File: config.mk
export PLATFORM = sky130hd
export DESIGN_NAME = lamp_conflict_monitor
export DESIGN_NICKNAME = d
export VERILOG_FILES = /design/src/rtl/traffic_pkg.sv /design/src/rtl/lamp_transition_check.sv /design/src/rtl/lamp_conflict_monitor.sv
export SDC_FILE = /design/constraint.sdc
export NUM_CORES = 1
export LEC_CHECK = 0
export CAP_MARGIN = 20
export CORE_MARGIN = 2
export CORE_UTILIZATION = 39
export DETAILED_ROUTE_END_ITERATION = 12
export PLACE_DENSITY = 0.64
export SETUP_SLACK_MARGIN = 0.1
export SYNTH_ARGS = -nofsm -noshare
export SYNTH_HDL_FRONTEND = slang
export SYNTH_SLANG_ARGS = --single-unit
export TNS_END_PERCENT = 10
File: constraint.sdc
create_clock -name clk -period 2.3 [get_ports clk]
set_input_delay 0.46 -clock clk [delete_from_list [all_inputs] [get_ports clk]]
set_output_delay 0.46 -clock clk [all_outputs]
set_load 0.1 [all_outputs]
File: src/rtl/traffic_pkg.sv
// traffic_pkg
// Shared definitions for the intersection lamp path: the 2-bit light codes
// produced by the controller FSM, the one-hot lamp drive patterns, the
// latched fault codes and the monitor's state encoding.
// No ports (package).

package traffic_pkg;

    // Light codes from the intersection controller
    localparam logic [1:0] LT_GREEN   = 2'b00;
    localparam logic [1:0] LT_YELLOW  = 2'b01;
    localparam logic [1:0] LT_RED     = 2'b11;
    localparam logic [1:0] LT_INVALID = 2'b10;

    // One-hot lamp drives, bit order {red, yellow, green}
    localparam logic [2:0] LAMP_RED    = 3'b100;
    localparam logic [2:0] LAMP_YELLOW = 3'b010;
    localparam logic [2:0] LAMP_GREEN  = 3'b001;
    localparam logic [2:0] LAMP_OFF    = 3'b000;

    // Latched fault codes
    localparam logic [1:0] FC_NONE       = 2'b00;
    localparam logic [1:0] FC_INVALID    = 2'b01;
    localparam logic [1:0] FC_CONFLICT   = 2'b10;
    localparam logic [1:0] FC_TRANSITION = 2'b11;

    // Monitor state encoding
    localparam logic [1:0] ST_STARTUP = 2'b00;
    localparam logic [1:0] ST_NORMAL  = 2'b01;
    localparam logic [1:0] ST_FLASH   = 2'b10;

    // Light code to lamp drive. The invalid code maps to red so that a
    // decode of a bad value can never light anything permissive.
    function automatic logic [2:0] decode_lamp(input logic [1:0] code);
        logic [2:0] lamp;
        case (code)
            LT_GREEN:  lamp = LAMP_GREEN;
            LT_YELLOW: lamp = LAMP_YELLOW;
            default:   lamp = LAMP_RED;
        endcase
        return lamp;
    endfunction

endpackage

File: src/rtl/lamp_transition_check.sv
// lamp_transition_check
// Combinational legality check of one direction's light sequence.
// Allowed moves: hold, green->yellow, yellow->red, red->green.
// Anything else (including any move into or out of the invalid code) is
// flagged as illegal.
// Ports:
//   prev_code  in   2  code registered one cycle earlier
//   cur_code   in   2  current registered code
//   illegal    out  1  high when prev_code -> cur_code is not an allowed move

module lamp_transition_check
    import traffic_pkg::*;
(
    input  logic [1:0] prev_code,
    input  logic [1:0] cur_code,
    output logic       illegal
);

    always_comb begin
        illegal = 1'b1;
        if (cur_code == prev_code) begin
            illegal = 1'b0;
        end else if (prev_code == LT_GREEN && cur_code == LT_YELLOW) begin
            illegal = 1'b0;
        end else if (prev_code == LT_YELLOW && cur_code == LT_RED) begin
            illegal = 1'b0;
        end else if (prev_code == LT_RED && cur_code == LT_GREEN) begin
            illegal = 1'b0;
        end
    end

endmodule

File: src/rtl/lamp_conflict_monitor.sv
// lamp_conflict_monitor
// Safety stage behind the intersection controller. Registers the two light
// codes, decodes them into one-hot lamp drives and, while in NORMAL, checks
// every cycle for an invalid code, both directions non-red, or an illegal
// per-direction transition. A violation latches a fault and puts both heads
// into flashing red until clear_fault is seen with both inputs red. A
// violating code is only ever seen in the input registers; the lamp
// registers load the flash pattern instead of its decode.
// Ports:
//   clk          in   1  clock
//   reset_n      in   1  asynchronous active-low reset
//   L_A, L_B     in   2  light codes (00 green, 01 yellow, 11 red, 10 invalid)
//   clear_fault  in   1  level request to leave fault flash
//   lamp_a/b     out  3  one-hot {red,yellow,green} drives
//   fault        out  1  latched fault flag
//   fault_code   out  2  00 none, 01 invalid, 10 conflict, 11 transition

module lamp_conflict_monitor
    import traffic_pkg::*;
#(
    parameter int STARTUP_CYCLES = 8,
    parameter int FLASH_HALF     = 4
) (
    input  logic       clk,
    input  logic       reset_n,
    input  logic [1:0] L_A,
    input  logic [1:0] L_B,
    input  logic       clear_fault,
    output logic [2:0] lamp_a,
    output logic [2:0] lamp_b,
    output logic       fault,
    output logic [1:0] fault_code
);

    localparam int SU_W = (STARTUP_CYCLES > 1) ? $clog2(STARTUP_CYCLES) : 1;
    localparam int FL_W = (FLASH_HALF > 1) ? $clog2(FLASH_HALF) : 1;
    localparam logic [SU_W-1:0] SU_LAST = SU_W'(STARTUP_CYCLES - 1);
    localparam logic [FL_W-1:0] FL_LAST = FL_W'(FLASH_HALF - 1);

    // Index 0 is direction A, index 1 is direction B
    logic [1:0][1:0] code_in;
    logic [1:0][1:0] code_q_reg;
    logic [1:0][1:0] code_p_reg;
    logic [1:0]      illegal;

    logic [1:0]      state_reg, state_next;
    logic [SU_W-1:0] su_cnt_reg, su_cnt_next;
    logic [FL_W-1:0] fl_cnt_reg, fl_cnt_next;
    logic            phase_reg, phase_next;
    logic [2:0]      lamp_a_reg, lamp_a_next;
    logic [2:0]      lamp_b_reg, lamp_b_next;
    logic            fault_reg, fault_next;
    logic [1:0]      fault_code_reg, fault_code_next;

    logic            any_invalid;
    logic            conflict;
    logic            both_red;
    logic [1:0]      violation_code;

    assign code_in[0] = L_A;
    assign code_in[1] = L_B;

    // Input and previous-value registers, both directions. Everything
    // resets to red so the first NORMAL transition check sees a sane history.
    generate
        for (genvar gi = 0; gi < 2; gi++) begin : g_dir
            always_ff @(posedge clk or negedge reset_n) begin
                if (!reset_n) begin
                    code_q_reg[gi] <= LT_RED;
                    code_p_reg[gi] <= LT_RED;
                end else begin
                    code_q_reg[gi] <= code_in[gi];
                    code_p_reg[gi] <= code_q_reg[gi];
                end
            end

            lamp_transition_check u_transition_check (
                .prev_code (code_p_reg[gi]),
                .cur_code  (code_q_reg[gi]),
                .illegal   (illegal[gi])
            );
        end
    endgenerate

    assign any_invalid = (code_q_reg[0] == LT_INVALID) || (code_q_reg[1] == LT_INVALID);
    assign conflict    = (code_q_reg[0] != LT_RED) && (code_q_reg[1] != LT_RED);
    assign both_red    = (code_q_reg[0] == LT_RED) && (code_q_reg[1] == LT_RED);

    // Priority encoder: invalid > conflict > illegal transition
    always_comb begin
        violation_code = FC_NONE;
        if (any_invalid) begin
            violation_code = FC_INVALID;
        end else if (conflict) begin
            violation_code = FC_CONFLICT;
        end else if (|illegal) begin
            violation_code = FC_TRANSITION;
        end
    end

    always_comb begin
        state_next      = state_reg;
        su_cnt_next     = su_cnt_reg;
        fl_cnt_next     = fl_cnt_reg;
        phase_next      = phase_reg;
        lamp_a_next     = lamp_a_reg;
        lamp_b_next     = lamp_b_reg;
        fault_next      = fault_reg;
        fault_code_next = fault_code_reg;

        case (state_reg)
            ST_STARTUP: begin
                lamp_a_next = LAMP_RED;
                lamp_b_next = LAMP_RED;
                if (su_cnt_reg == SU_LAST) begin
                    state_next  = ST_NORMAL;
                    su_cnt_next = '0;
                end else begin
                    su_cnt_next = su_cnt_reg + SU_W'(1);
                end
            end

            ST_NORMAL: begin
                if (violation_code != FC_NONE) begin
                    // Flash starts in the red half; the offending code is
                    // never decoded onto the lamps.
                    state_next      = ST_FLASH;
                    fault_next      = 1'b1;
                    fault_code_next = violation_code;
                    phase_next      = 1'b1;
                    fl_cnt_next     = '0;
                    lamp_a_next     = LAMP_RED;
                    lamp_b_next     = LAMP_RED;
                end else begin
                    lamp_a_next = decode_lamp(code_q_reg[0]);
                    lamp_b_next = decode_lamp(code_q_reg[1]);
                end
            end

            ST_FLASH: begin
                if (clear_fault && both_red) begin
                    state_next      = ST_STARTUP;
                    su_cnt_next     = '0;
                    fault_next      = 1'b0;
                    fault_code_next = FC_NONE;
                    phase_next      = 1'b1;
                    fl_cnt_next     = '0;
                    lamp_a_next     = LAMP_RED;
                    lamp_b_next     = LAMP_RED;
                end else if (fl_cnt_reg == FL_LAST) begin
                    fl_cnt_next = '0;
                    phase_next  = ~phase_reg;
                    lamp_a_next = {~phase_reg, 2'b00};
                    lamp_b_next = {~phase_reg, 2'b00};
                end else begin
                    fl_cnt_next = fl_cnt_reg + FL_W'(1);
                    lamp_a_next = {phase_reg, 2'b00};
                    lamp_b_next = {phase_reg, 2'b00};
                end
            end

            default: begin
                // Unreachable encoding: fall back to a safe restart
                state_next  = ST_STARTUP;
                su_cnt_next = '0;
                lamp_a_next = LAMP_RED;
                lamp_b_next = LAMP_RED;
            end
        endcase
    end

    always_ff @(posedge clk or negedge reset_n) begin
        if (!reset_n) begin
            state_reg      <= ST_STARTUP;
            su_cnt_reg     <= '0;
            fl_cnt_reg     <= '0;
            phase_reg      <= 1'b1;
            lamp_a_reg     <= LAMP_RED;
            lamp_b_reg     <= LAMP_RED;
            fault_reg      <= 1'b0;
            fault_code_reg <= FC_NONE;
        end else begin
            state_reg      <= state_next;
            su_cnt_reg     <= su_cnt_next;
            fl_cnt_reg     <= fl_cnt_next;
            phase_reg      <= phase_next;
            lamp_a_reg     <= lamp_a_next;
            lamp_b_reg     <= lamp_b_next;
            fault_reg      <= fault_next;
            fault_code_reg <= fault_code_next;
        end
    end

    assign lamp_a     = lamp_a_reg;
    assign lamp_b     = lamp_b_reg;
    assign fault      = fault_reg;
    assign fault_code = fault_code_reg;

endmodule

==> metrics.md <==
| Metric | Value |
|---|---|
| DR DRC count | 0 |
| Final number of setup-violating endpoints | 0 |
| Synth warn | 0 |
| Post-Synthesis Cells | between 100 and 150 |
| Clk_skew | between 0.0008 and 0.0009 ns |
| Critical Path Start Type | flip-flop |
| WP data arrival | 2.28 ns |
| Asr flop ratio synth | between 90% and 100% |
| Die area | approximately 3900 um^2 |
| Htree depth | 1 |
| DR vias | between 800 and 900 |
| Design Area, Final | 1519 um^2 |
| Initial antenna violation count | 0 |
| Clock sink count | 25 |
| Drt via density | between 5 and 6 |
| Remaining antenna violation count after routing | 0 |
| PwrDens | approximately 1100 nW/um^2 |
| Final-stage net count | 145 |
| Crit. End Element | flip-flop |
| Clk slew on worst S/H paths | between 0.1 and 0.15 ns |
| Final Max Tran Viols | 0 |
| Worst rel slew slack | just under 70% |
| Crit path cell chain | nor2b_1 -> xnor2_1 -> o2111ai_4 -> o21ai_2 -> mux2_2 |
| First-pass GRT wire length | between 4000 and 5000 um |
| # Max-Cap Violations | 0 |
| TritonCTS clock tree | yes |
| DIE WIDTH | approximately 63 um |
| Reg2reg path depth | 5 |
| Gr usage total | 13.98% |
| Tmin final | roughly 2.1 ns |
| Sequential area share after synthesis | a little under half |
| Crit Path Class | reg2reg |
| Dpl cell area | 1491 um^2 |
| CP max-delay cell | dfstp_2 |
| Hpwl dp | ~1700 um |
| Req. time, crit path | around 2.5 ns |
| Mean routed wirelength per cell | roughly 14 um |
| Syn nets | around 130 |
| F_max | between 400 and 500 MHz |
| PortBufs | 15 |
| Synth Area per Inst | approximately 12 um^2 |
| FP Rows | 21 |
| RSZ-0062 raised after global routing | no |
| Number of I/O pins | 16 |
| Synthesis-to-finish area growth | 13.56% |
| Max incr delay on CP | between 0.6 and 0.7 ns |
| Leak Pwr | between 0.6 and 0.7 nW |
| Hold Crit Class | reg2reg |
| Post-Synthesis Cell Area | between 1000 and 1500 um^2 |
| Vias in the first global route | 908 |
| Final wirelength | roughly 2400 um |
| DRT Pass-1 Iters | 4 |
| Largest net degree at the start of global routing | 26 |
| Hold buffer count at cts | 0 |
| Outcome | complete, no violations |
| Netlist cell types | between 40 and 50 |
| Starting Density | 40.40% |
| Layout cells sized above 1 | between 30% and 40% |
| Post-CTS Setup Bufs | 0 |
| Max clock buf depth | 2 |
| Worst Tran Pin Value | between 0.4 and 0.5 ns |
| Clock root buffer | clkbuf_4 |
| # diodes | 0 |
| Routability cong. | between 0.7 and 0.8 |
| Fin crit share | between 80% and 90% |
| TritonCTS buffer count | 3 |
| Post_cts resized | 0 |
| Total negative setup slack | 0 ns |
| Core Box Area | approximately 3300 um^2 |
| Peak supply drop | about 0.66 mV |
| Hold Path Depth | 0 |
| Remaining Overflow, GRT | 0 |
| Final hold violation count | 0 |
| Layout fillers | between 300 and 400 |
| Primary FF master, synth | dfrtp_1 |
| Worst-Skew Late Latency | around 0.31 ns |
| Worst Path Max Fanout | 9 |
| Die height | 62.56 um |
| Iter 0 DRT Violations | 44 |
| Number of synthesized flops with an enable pin | 0 |
| Yosys reg bits | 25 |
## through the flow
| step | cells | setup WS (ns) | utilization [%] | total power, mW | hold WS (ns) |
|---|---|---|---|---|---|
| finish | 176 | 0.2370 | 45.88 | 1.688 | 0.4399 |
| global route | 176 | 0.1483 | 45.88 | 1.822 | 0.4554 |
| CTS | 176 | 0.2360 | 45.88 | 1.706 | 0.4428 |
| detailed placement | 172 | 0.2569 | 45.05 | 1.510 | 0.4224 |
| global placement | 172 | 0.3202 | 45.05 | 1.492 | 0.4195 |
| floorplan | 113 | 0.4725 | - | 1.342 | 0.1644 |
## cell usage in the layout (no fill, tap or decap), types with 3 or more instances in the layout
cell type and instances:
buf_4 11, clkbuf_4 3, clkdlybuf4s50_1 6, dfrtp_1 14
dfstp_2 11, ha_1 7, inv_1 7, mux2_2 3
nand2_1 11, nand3_1 3, nor2_1 4, nor3_1 3
o211ai_1 3, o21ai_0 5
## cell usage after synthesis (2+ instances only)
cell type | instances | area, um^2
nor2_1 | 4 | 15.01
o21ai_2 | 2 | 17.52
dfstp_2 | 11 | 289.0
nor3_1 | 3 | 15.01
mux2_2 | 3 | 33.78
dfrtp_1 | 14 | 350.3
nor4b_1 | 2 | 17.52
o21ai_0 | 5 | 25.02
or2b_2 | 2 | 17.52
o22ai_1 | 2 | 12.51
nand2_1 | 11 | 41.29
o31ai_1 | 2 | 15.01
nand3_1 | 3 | 15.01
xnor2_1 | 2 | 17.52
o211ai_1 | 3 | 22.52
ha_1 | 7 | 87.58
inv_1 | 7 | 26.28
clkbuf_8 | 2 | 27.53
## kinds of logic after synthesis
logic type | share of synthesized area, %
XOR/XNOR | 1.965
AND/OR/NAND/NOR | 13.47
adder cells (fa/ha/maj) | 6.548
multiplexers | 4.396
flip-flops | 47.80
buffers and inverters | 5.426
AO/OA/AOI/OAI | 20.40
## layer usage
metal / global-route usage [%] / vias up / part of all wire (%)
met4: 5.000 / 0 / 1.1
met3: 3.604 / 4 / 3.9
met1: 17.60 / 431 / 48
met2: 23.25 / 18 / 47
li1: - / 442 / -
met5: 0 / - / 0
## worst max-delay path: cells and delay by family, from the launching register on
kind / cells / cell delay, ns
AO/OA/AOI/OAI: 2 / 0.49
XOR/XNOR: 1 / 0.39
flip-flops: 1 / 0.64
multiplexers: 1 / 0.36
AND/OR/NAND/NOR: 1 / 0.08
## cell type report
cell class	count	area (um^2)	area share, %
Sequential cell	25	639.4	42.09
Multi-Input combinational cell	77	625.6	41.19
Timing Repair Buffer	17	142.6	9.390
Tap cell	46	57.56	3.789
Inverter	7	26.28	1.730
Clock buffer	3	22.52	1.483
Clock inverter	1	5.005	0.3295
## final timing paths
kind	from	end	slack, ns
worst max-delay path	code_q_reg[2]$_DFF_PN1_	fl_cnt_reg[0]$_DFFE_PN0P_	0.24
worst min-delay path	code_q_reg[2]$_DFF_PN1_	code_p_reg[2]$_DFF_PN1_	0.44
worst max register to register	code_q_reg[2]$_DFF_PN1_	fl_cnt_reg[0]$_DFFE_PN0P_	0.24
worst min register to register	code_q_reg[2]$_DFF_PN1_	code_p_reg[2]$_DFF_PN1_	0.44
max in group asynchronous	reset_n	code_q_reg[0]$_DFF_PN1_	1.52
min in group asynchronous	reset_n	lamp_a[1]$_DFF_PN0_	0.49
## where the power goes
part	total (mW)	leakage, nW	internal (mW)	switching, mW
combinational	0.873	0.352	0.292	0.581
sequential	0.620	0.299	0.555	0.0650
clock	0.194	0.0177	0.0651	0.129
total	1.69	0.668	0.912	0.776
(Power assumes the default switching activity.)
